==> src/rtl/stg_mo_pkg.sv <==
// Shared sizes, opcodes, FSM state encoding and op-class decode for the
// memory-operation stage.
package stg_mo_pkg;

    localparam int SIZE_DATA     = 24;
    localparam int SIZE_ADDR     = 48;
    localparam int SIZE_OPC      = 8;
    localparam int SIZE_STALLCNT = 16;
    localparam int SIZE_TGT_GP   = 4;
    localparam int SIZE_TGT_SR   = 2;
    localparam int SIZE_TGT_AR   = 2;

    typedef logic [SIZE_OPC-1:0] opc_t;

    localparam opc_t OPC_LDUR   = 8'h20;
    localparam opc_t OPC_LDSO   = 8'h21;
    localparam opc_t OPC_STUR   = 8'h30;
    localparam opc_t OPC_STSO   = 8'h31;
    localparam opc_t OPC_STUI   = 8'h32;
    localparam opc_t OPC_STSI   = 8'h33;
    localparam opc_t OPC_SRLDSO = 8'h40;
    localparam opc_t OPC_LDASO  = 8'h41;
    localparam opc_t OPC_SRSTSO = 8'h50;
    localparam opc_t OPC_STASO  = 8'h51;

    typedef enum logic {
        MO_RUN  = 1'b0,
        MO_WAIT = 1'b1
    } mo_state_t;

    function automatic logic is_ld24(input opc_t opc);
        return (opc == OPC_LDUR) || (opc == OPC_LDSO);
    endfunction

    function automatic logic is_st24(input opc_t opc);
        return (opc == OPC_STUR) || (opc == OPC_STSO) ||
               (opc == OPC_STUI) || (opc == OPC_STSI);
    endfunction

    function automatic logic is_ld48(input opc_t opc);
        return (opc == OPC_SRLDSO) || (opc == OPC_LDASO);
    endfunction

    function automatic logic is_st48(input opc_t opc);
        return (opc == OPC_SRSTSO) || (opc == OPC_STASO);
    endfunction

endpackage

==> src/rtl/mo_port_mux.sv <==
// Combinational port steering: store data onto the memory ports and
// load data back into the 24-bit or 48-bit result fields.
module mo_port_mux
    import stg_mo_pkg::*;
(
    input  logic                 p,
    input  logic [SIZE_OPC-1:0]  opc,
    input  logic                 go,
    input  logic                 rst,
    input  logic [SIZE_DATA-1:0] result,
    input  logic [SIZE_ADDR-1:0] sr_result,
    input  logic [SIZE_ADDR-1:0] ar_result,
    input  logic [SIZE_DATA-1:0] rdata0,
    input  logic [SIZE_DATA-1:0] rdata1,
    output logic                 we0,
    output logic                 we1,
    output logic [SIZE_DATA-1:0] wdata0,
    output logic [SIZE_DATA-1:0] wdata1,
    output logic [SIZE_DATA-1:0] ld_result,
    output logic [SIZE_ADDR-1:0] ld_sr_result,
    output logic [SIZE_ADDR-1:0] ld_ar_result
);

    // 48-bit stores put the low half on port 0 and the high half on port 1.
    always_comb begin
        we0    = 1'b0;
        we1    = 1'b0;
        wdata0 = '0;
        wdata1 = '0;
        if (go) begin
            if (is_st24(opc)) begin
                if (p) begin
                    we1    = 1'b1;
                    wdata1 = result;
                end else begin
                    we0    = 1'b1;
                    wdata0 = result;
                end
            end else if (is_st48(opc)) begin
                we0 = 1'b1;
                we1 = 1'b1;
                if (opc == OPC_SRSTSO) begin
                    wdata0 = sr_result[SIZE_DATA-1:0];
                    wdata1 = sr_result[SIZE_ADDR-1:SIZE_DATA];
                end else begin
                    wdata0 = ar_result[SIZE_DATA-1:0];
                    wdata1 = ar_result[SIZE_ADDR-1:SIZE_DATA];
                end
            end
        end
        if (rst) begin
            we0 = 1'b0;
            we1 = 1'b0;
        end
    end

    always_comb begin
        ld_result    = result;
        ld_sr_result = sr_result;
        ld_ar_result = ar_result;
        if (is_ld24(opc)) begin
            ld_result = p ? rdata1 : rdata0;
        end else if (opc == OPC_SRLDSO) begin
            ld_sr_result = {rdata1, rdata0};
        end else if (opc == OPC_LDASO) begin
            ld_ar_result = {rdata1, rdata0};
        end
    end

endmodule

==> src/rtl/stg_mo.sv <==
// Memory-operation stage: drives the dual-port data memory, stalls while a
// needed port is busy, and registers the result toward writeback.
module stg_mo
    import stg_mo_pkg::*;
(
    input  logic                     iw_clk,
    input  logic                     iw_rst,
    input  logic [SIZE_ADDR-1:0]     iw_pc,
    input  logic [SIZE_DATA-1:0]     iw_instr,
    input  logic [SIZE_OPC-1:0]      iw_opc,
    input  logic [SIZE_TGT_GP-1:0]   iw_tgt_gp,
    input  logic                     iw_tgt_gp_we,
    input  logic [SIZE_TGT_SR-1:0]   iw_tgt_sr,
    input  logic                     iw_tgt_sr_we,
    input  logic [SIZE_TGT_AR-1:0]   iw_tgt_ar,
    input  logic                     iw_tgt_ar_we,
    input  logic                     iw_mem_mp,
    input  logic [SIZE_DATA-1:0]     iw_result,
    input  logic [SIZE_ADDR-1:0]     iw_sr_result,
    input  logic [SIZE_ADDR-1:0]     iw_ar_result,
    input  logic [SIZE_DATA-1:0]     iw_mem_rdata0,
    input  logic [SIZE_DATA-1:0]     iw_mem_rdata1,
    input  logic [1:0]               iw_mem_busy,
    output logic                     ow_mem_we0,
    output logic                     ow_mem_we1,
    output logic [SIZE_DATA-1:0]     ow_mem_wdata0,
    output logic [SIZE_DATA-1:0]     ow_mem_wdata1,
    output logic                     ow_stall,
    output logic [SIZE_ADDR-1:0]     ow_pc,
    output logic [SIZE_DATA-1:0]     ow_instr,
    output logic [SIZE_OPC-1:0]      ow_opc,
    output logic [SIZE_TGT_GP-1:0]   ow_tgt_gp,
    output logic                     ow_tgt_gp_we,
    output logic [SIZE_TGT_SR-1:0]   ow_tgt_sr,
    output logic                     ow_tgt_sr_we,
    output logic [SIZE_TGT_AR-1:0]   ow_tgt_ar,
    output logic                     ow_tgt_ar_we,
    output logic [SIZE_DATA-1:0]     ow_result,
    output logic [SIZE_ADDR-1:0]     ow_sr_result,
    output logic [SIZE_ADDR-1:0]     ow_ar_result,
    output logic [SIZE_STALLCNT-1:0] ow_stall_cnt
);

    logic                 op24;
    logic                 op48;
    logic                 mem_op;
    logic [1:0]           need;
    logic                 go;
    logic [SIZE_DATA-1:0] ld_result;
    logic [SIZE_ADDR-1:0] ld_sr_result;
    logic [SIZE_ADDR-1:0] ld_ar_result;
    mo_state_t            state;
    mo_state_t            state_next;

    assign op24     = is_ld24(iw_opc) | is_st24(iw_opc);
    assign op48     = is_ld48(iw_opc) | is_st48(iw_opc);
    assign mem_op   = op24 | op48;
    assign need     = op48 ? 2'b11 : (op24 ? (iw_mem_mp ? 2'b10 : 2'b01) : 2'b00);
    assign go       = (need & iw_mem_busy) == 2'b00;
    assign ow_stall = mem_op & ~go & ~iw_rst;

    mo_port_mux u_port_mux (
        .p            (iw_mem_mp),
        .opc          (iw_opc),
        .go           (go),
        .rst          (iw_rst),
        .result       (iw_result),
        .sr_result    (iw_sr_result),
        .ar_result    (iw_ar_result),
        .rdata0       (iw_mem_rdata0),
        .rdata1       (iw_mem_rdata1),
        .we0          (ow_mem_we0),
        .we1          (ow_mem_we1),
        .wdata0       (ow_mem_wdata0),
        .wdata1       (ow_mem_wdata1),
        .ld_result    (ld_result),
        .ld_sr_result (ld_sr_result),
        .ld_ar_result (ld_ar_result)
    );

    always_ff @(posedge iw_clk) begin
        if (iw_rst) begin
            state <= MO_RUN;
        end else begin
            state <= state_next;
        end
    end

    // The access completes in the cycle WAIT sees go, so no extra cycle is spent.
    always_comb begin
        state_next = state;
        case (state)
            MO_RUN:  if (mem_op && !go) state_next = MO_WAIT;
            MO_WAIT: if (go) state_next = MO_RUN;
            default: state_next = MO_RUN;
        endcase
    end

    always_ff @(posedge iw_clk) begin
        if (iw_rst) begin
            ow_pc        <= '0;
            ow_instr     <= '0;
            ow_opc       <= '0;
            ow_tgt_gp    <= '0;
            ow_tgt_gp_we <= 1'b0;
            ow_tgt_sr    <= '0;
            ow_tgt_sr_we <= 1'b0;
            ow_tgt_ar    <= '0;
            ow_tgt_ar_we <= 1'b0;
            ow_result    <= '0;
            ow_sr_result <= '0;
            ow_ar_result <= '0;
        end else if (ow_stall) begin
            ow_tgt_gp_we <= 1'b0;
            ow_tgt_sr_we <= 1'b0;
            ow_tgt_ar_we <= 1'b0;
        end else begin
            ow_pc        <= iw_pc;
            ow_instr     <= iw_instr;
            ow_opc       <= iw_opc;
            ow_tgt_gp    <= iw_tgt_gp;
            ow_tgt_gp_we <= iw_tgt_gp_we;
            ow_tgt_sr    <= iw_tgt_sr;
            ow_tgt_sr_we <= iw_tgt_sr_we;
            ow_tgt_ar    <= iw_tgt_ar;
            ow_tgt_ar_we <= iw_tgt_ar_we;
            ow_result    <= ld_result;
            ow_sr_result <= ld_sr_result;
            ow_ar_result <= ld_ar_result;
        end
    end

    always_ff @(posedge iw_clk) begin
        if (iw_rst) begin
            ow_stall_cnt <= '0;
        end else if (ow_stall && (ow_stall_cnt != '1)) begin
            ow_stall_cnt <= ow_stall_cnt + 1'b1;
        end
    end

endmodule

==> config.mk <==
export PLATFORM = sky130hd
export DESIGN_NAME = stg_mo
export DESIGN_NICKNAME = d
export VERILOG_FILES = /design/src/rtl/stg_mo_pkg.sv /design/src/rtl/mo_port_mux.sv /design/src/rtl/stg_mo.sv
export SDC_FILE = /design/constraint.sdc
export NUM_CORES = 1
export LEC_CHECK = 0
export BUFFER_PORTS_ARGS = -buffer_cell sky130_fd_sc_hd__buf_4
export CORE_AREA = 5 5 205 207
export CTS_CLUSTER_SIZE = 20
export DETAILED_ROUTE_END_ITERATION = 16
export DIE_AREA = 0 0 210 212
export GPL_TIMING_DRIVEN = 0
export RECOVER_POWER = 100
export SYNTH_ARGS = -nofsm -noshare
export SYNTH_HDL_FRONTEND = slang
export SYNTH_HIERARCHICAL = 1
export SYNTH_SLANG_ARGS = --single-unit
export TNS_END_PERCENT = 10
==> constraint.sdc <==
create_clock -name iw_clk -period 6.85 [get_ports iw_clk]
set_input_delay 1.0275 -clock iw_clk [delete_from_list [all_inputs] [get_ports iw_clk]]
set_output_delay 1.0275 -clock iw_clk [all_outputs]
set_load 0.02 [all_outputs]
==> qor.yml <==
setup_path:
  path_delay_family: "buffers and inverters"
  r2r-start: "ow_stall_cnt[0]"
  r2r_slack_ns: 4.20
  critPathKind: "input pin to primary output"
  cp.arrival_ns: 4.51
  r2r_end: "ow_stall_cnt[1]"
  cpMaxStageDelayCell: "clkbuf_1"
  crit_end: "ow_mem_we0"
  path_buf_inv: 6
  crit_fanout: 10
  start_kind: "input pin"
  crit_top_cell: "clkbuf_1"
  startpoint: "iw_opc[5]"
  slowest_delay_ns: 0.47
  end_kind: "primary output"
  ff2ff_path_depth: 8
  crit_chain: "clkbuf_1 -> nand2b_1 -> a21oi_1 -> a2111oi_4 -> inv_1 -> clkbuf_1 -> clkbuf_1 -> nand3_1 -> clkbuf_1 -> nor3_1 -> clkbuf_1"
  cp.depth: 11
  required_ns: 5.82
yosys:
  synth.cell_area_um2: 11100
  netlist_instances: 1354
  synth_nets: 1619
  synth_top_area_share_pct: 41.1
  seq_area_frac_synth_pct: 41.1
  ys_seq_elements: 227
  synth_edf_count: 0
  postSynth.asyncResetShare_pct: 0
  synth_top_area_cell: "dfxtp_1"
  yosys_most_used_dff: "dfxtp_1"
  yosys_warnings: 6
  avgSynthCellArea_um2: 8.17
  synth_area_leaders: "dfxtp_1, mux2_2, nand2_1, a21oi_1, clkbuf_1"
  synth.distinct_cells: 36
clocking:
  ctsRootBufferMaster: "clkbuf_16"
  cts_setup_buffers: 0
  cts_buffers: 27
  cts_tree: "built"
  cts_resized: 0
  cts_hold_buf: 0
  clk_pin_slew_worst_paths_ns: 0.06
  clk_path_buf_depth: 3
  htree_num_levels: 1
  clkLatencyLatePin_ns: 0.54
  cts_num_sinks: 227
sta:
  fmax_mhz: 181
  setup_violations: 0
  slew_viol_final: 0
  skew_ns: 0.00440
  final_hold_viol_count: 0
  setup-tns-final_ns: 0
  fin_crit_ns: 5.53
  worst_pin_slew_ns: 1.12
  period_share_pct: 80.8
  relSlewSlack_pct: 25.0
  rsz0062_at_grt: "no"
final_layout:
  layout-drive-gt1-share_pct: 26.1
  syn_to_final_growth_pct: 41.4
  nets: 2190
  layout_common_cells: "nand2_1, clkbuf_1, buf_4"
  final_util_pct: 38.9
  final_common_cell: "nand2_1"
route:
  dr.pass1.iters: 5
  drc: 0
  drt-met1-wl_um: 23500
  drt_iter0_drc: 771
  viasPerCell: 4.96
  postRouteAntennaNets: 0
  wl_um: 58800
  wl_met3_um: 4740
  detail_route.wl_per_cell_um: 23.7
  via_count: 12300
  wl_met2_um: 28900
  highest_layer: "met4"
grt:
  antenna_found_initial: 0
  overflow: 0
  grt_pass1_vias: 12600
  grt_util_all_layers_pct: 24.8
  grt_first_pass_wirelength_um: 83700
  grt_max_degree: 13
floorplan:
  die-area_um2: 44500
  die_h_um: 212
  io_pins: 542
  fp.dieW_um: 210
  design.core.area_um2: 40200
  rows: 74
  start_util_pct: 27.5
power_and_ir_drop:
  p_leak_nw: 6.37
  ir_worst_vdd_mv: 0.183
  powerDensity_nw_per_um2: 223
placement:
  gp_congestion: 0.975
  dp_hpwl_um: 46600
  port_buffers: 541
min_path:
  hp-start: "ow_pc[37]"
  hp-class: "flop to flop"
status:
  status: "finished, final reports clean"
job:
  maxCapViolCount: 0
stage by stage:
stage	setup slack (ns)	instance area [um2]	power (W)	std cells	hold WS (ns)
3_5_place_dp	1.36	15800	0.00210	2428	0.443
5_1_grt	0.969	15600	0.00363	2476	0.464
4_1_cts	1.36	16700	0.00359	2476	0.451
3_3_place_gp	1.37	15800	0.00210	2427	0.440
2_1_floorplan	2.85	11100	0.00174	1354	0.530
6_report	1.32	15700	0.00349	2477	0.449
layer usage:
layer	global-route usage, %	vias up
li1	-	5784
met1	29.7	5871
met2	44.1	554
met3	6.17	88
met4	7.20	0
met5	0	-
worst min-delay path by stage:
stage / cells past startpoint / slack, ns / to
4_1_cts: 2 / 0.45 / ow_instr[22]
2_1_floorplan: 2 / 0.53 / ow_instr[0]
3_3_place_gp: 2 / 0.44 / ow_pc[25]
5_1_grt: 2 / 0.46 / ow_result[4]
3_5_place_dp: 2 / 0.44 / ow_instr[22]
6_report: 2 / 0.45 / ow_pc[37]
Yosys cell counts, drive strengths merged (4+ instances only):
master,instances
nand2,415
inv,4
or4,13
o31ai,13
mux2,192
nor3b,5
a21oi,226
or3,5
dfxtp,227
nor2,55
nand3,10
nand2b,4
nor3,4
clkbuf,98
a22oi,48
buf,14
cell families (layout without fill, tap and decap cells):
family / count (synthesis) / in the layout / share of synthesized area (%)
and+or+nand+nor: 526 / 526 / 19.3
AOI/OAI and AO/OA: 292 / 292 / 14.9
DFF: 227 / 227 / 41.1
muxes: 192 / 192 / 20.2
buffers and inverters: 116 / 706 / 4.41
adders and majority gates: 1 / 1 / 0.113
other: 0 / 1 / 0
worst min-delay path, cell delays in order, from the launching register on:
cell and delay [ns]:
dfxtp_1 0.31, nand2_1 0.05, a21oi_1 0.05
sequential cells by signal, summed over array words and instances (netlist names):
signal / count
ow_stall_cnt: 16
ow_instr: 24
ow_tgt_sr_we: 1
ow_opc: 8
ow_tgt_ar: 2
ow_pc: 48
ow_tgt_gp: 4
ow_tgt_sr: 2
ow_ar_result: 48
ow_tgt_ar_we: 1
ow_result: 24
ow_tgt_gp_we: 1
ow_sr_result: 48
power by group:
group	internal (W)	switching, W
Sequential	0.00139	0.0000400
Clock	0.000892	0.000583
Combinational	0.000238	0.000344
final cells by class:
| class | count | area (um2) |
|---|---|---|
| fill | 4449 | 24500 |
| multi-input combinational | 1011 | 6040 |
| sequential | 227 | 4540 |
| timing repair buffer | 542 | 3010 |
| clock buffer | 41 | 818 |
| tap | 532 | 666 |
| buffer | 112 | 464 |
| clock inverter | 7 | 88.8 |
| inverter | 4 | 15.0 |
| antenna | 1 | 2.50 |
No activity file was read; power rests on OpenSTA's default activity.
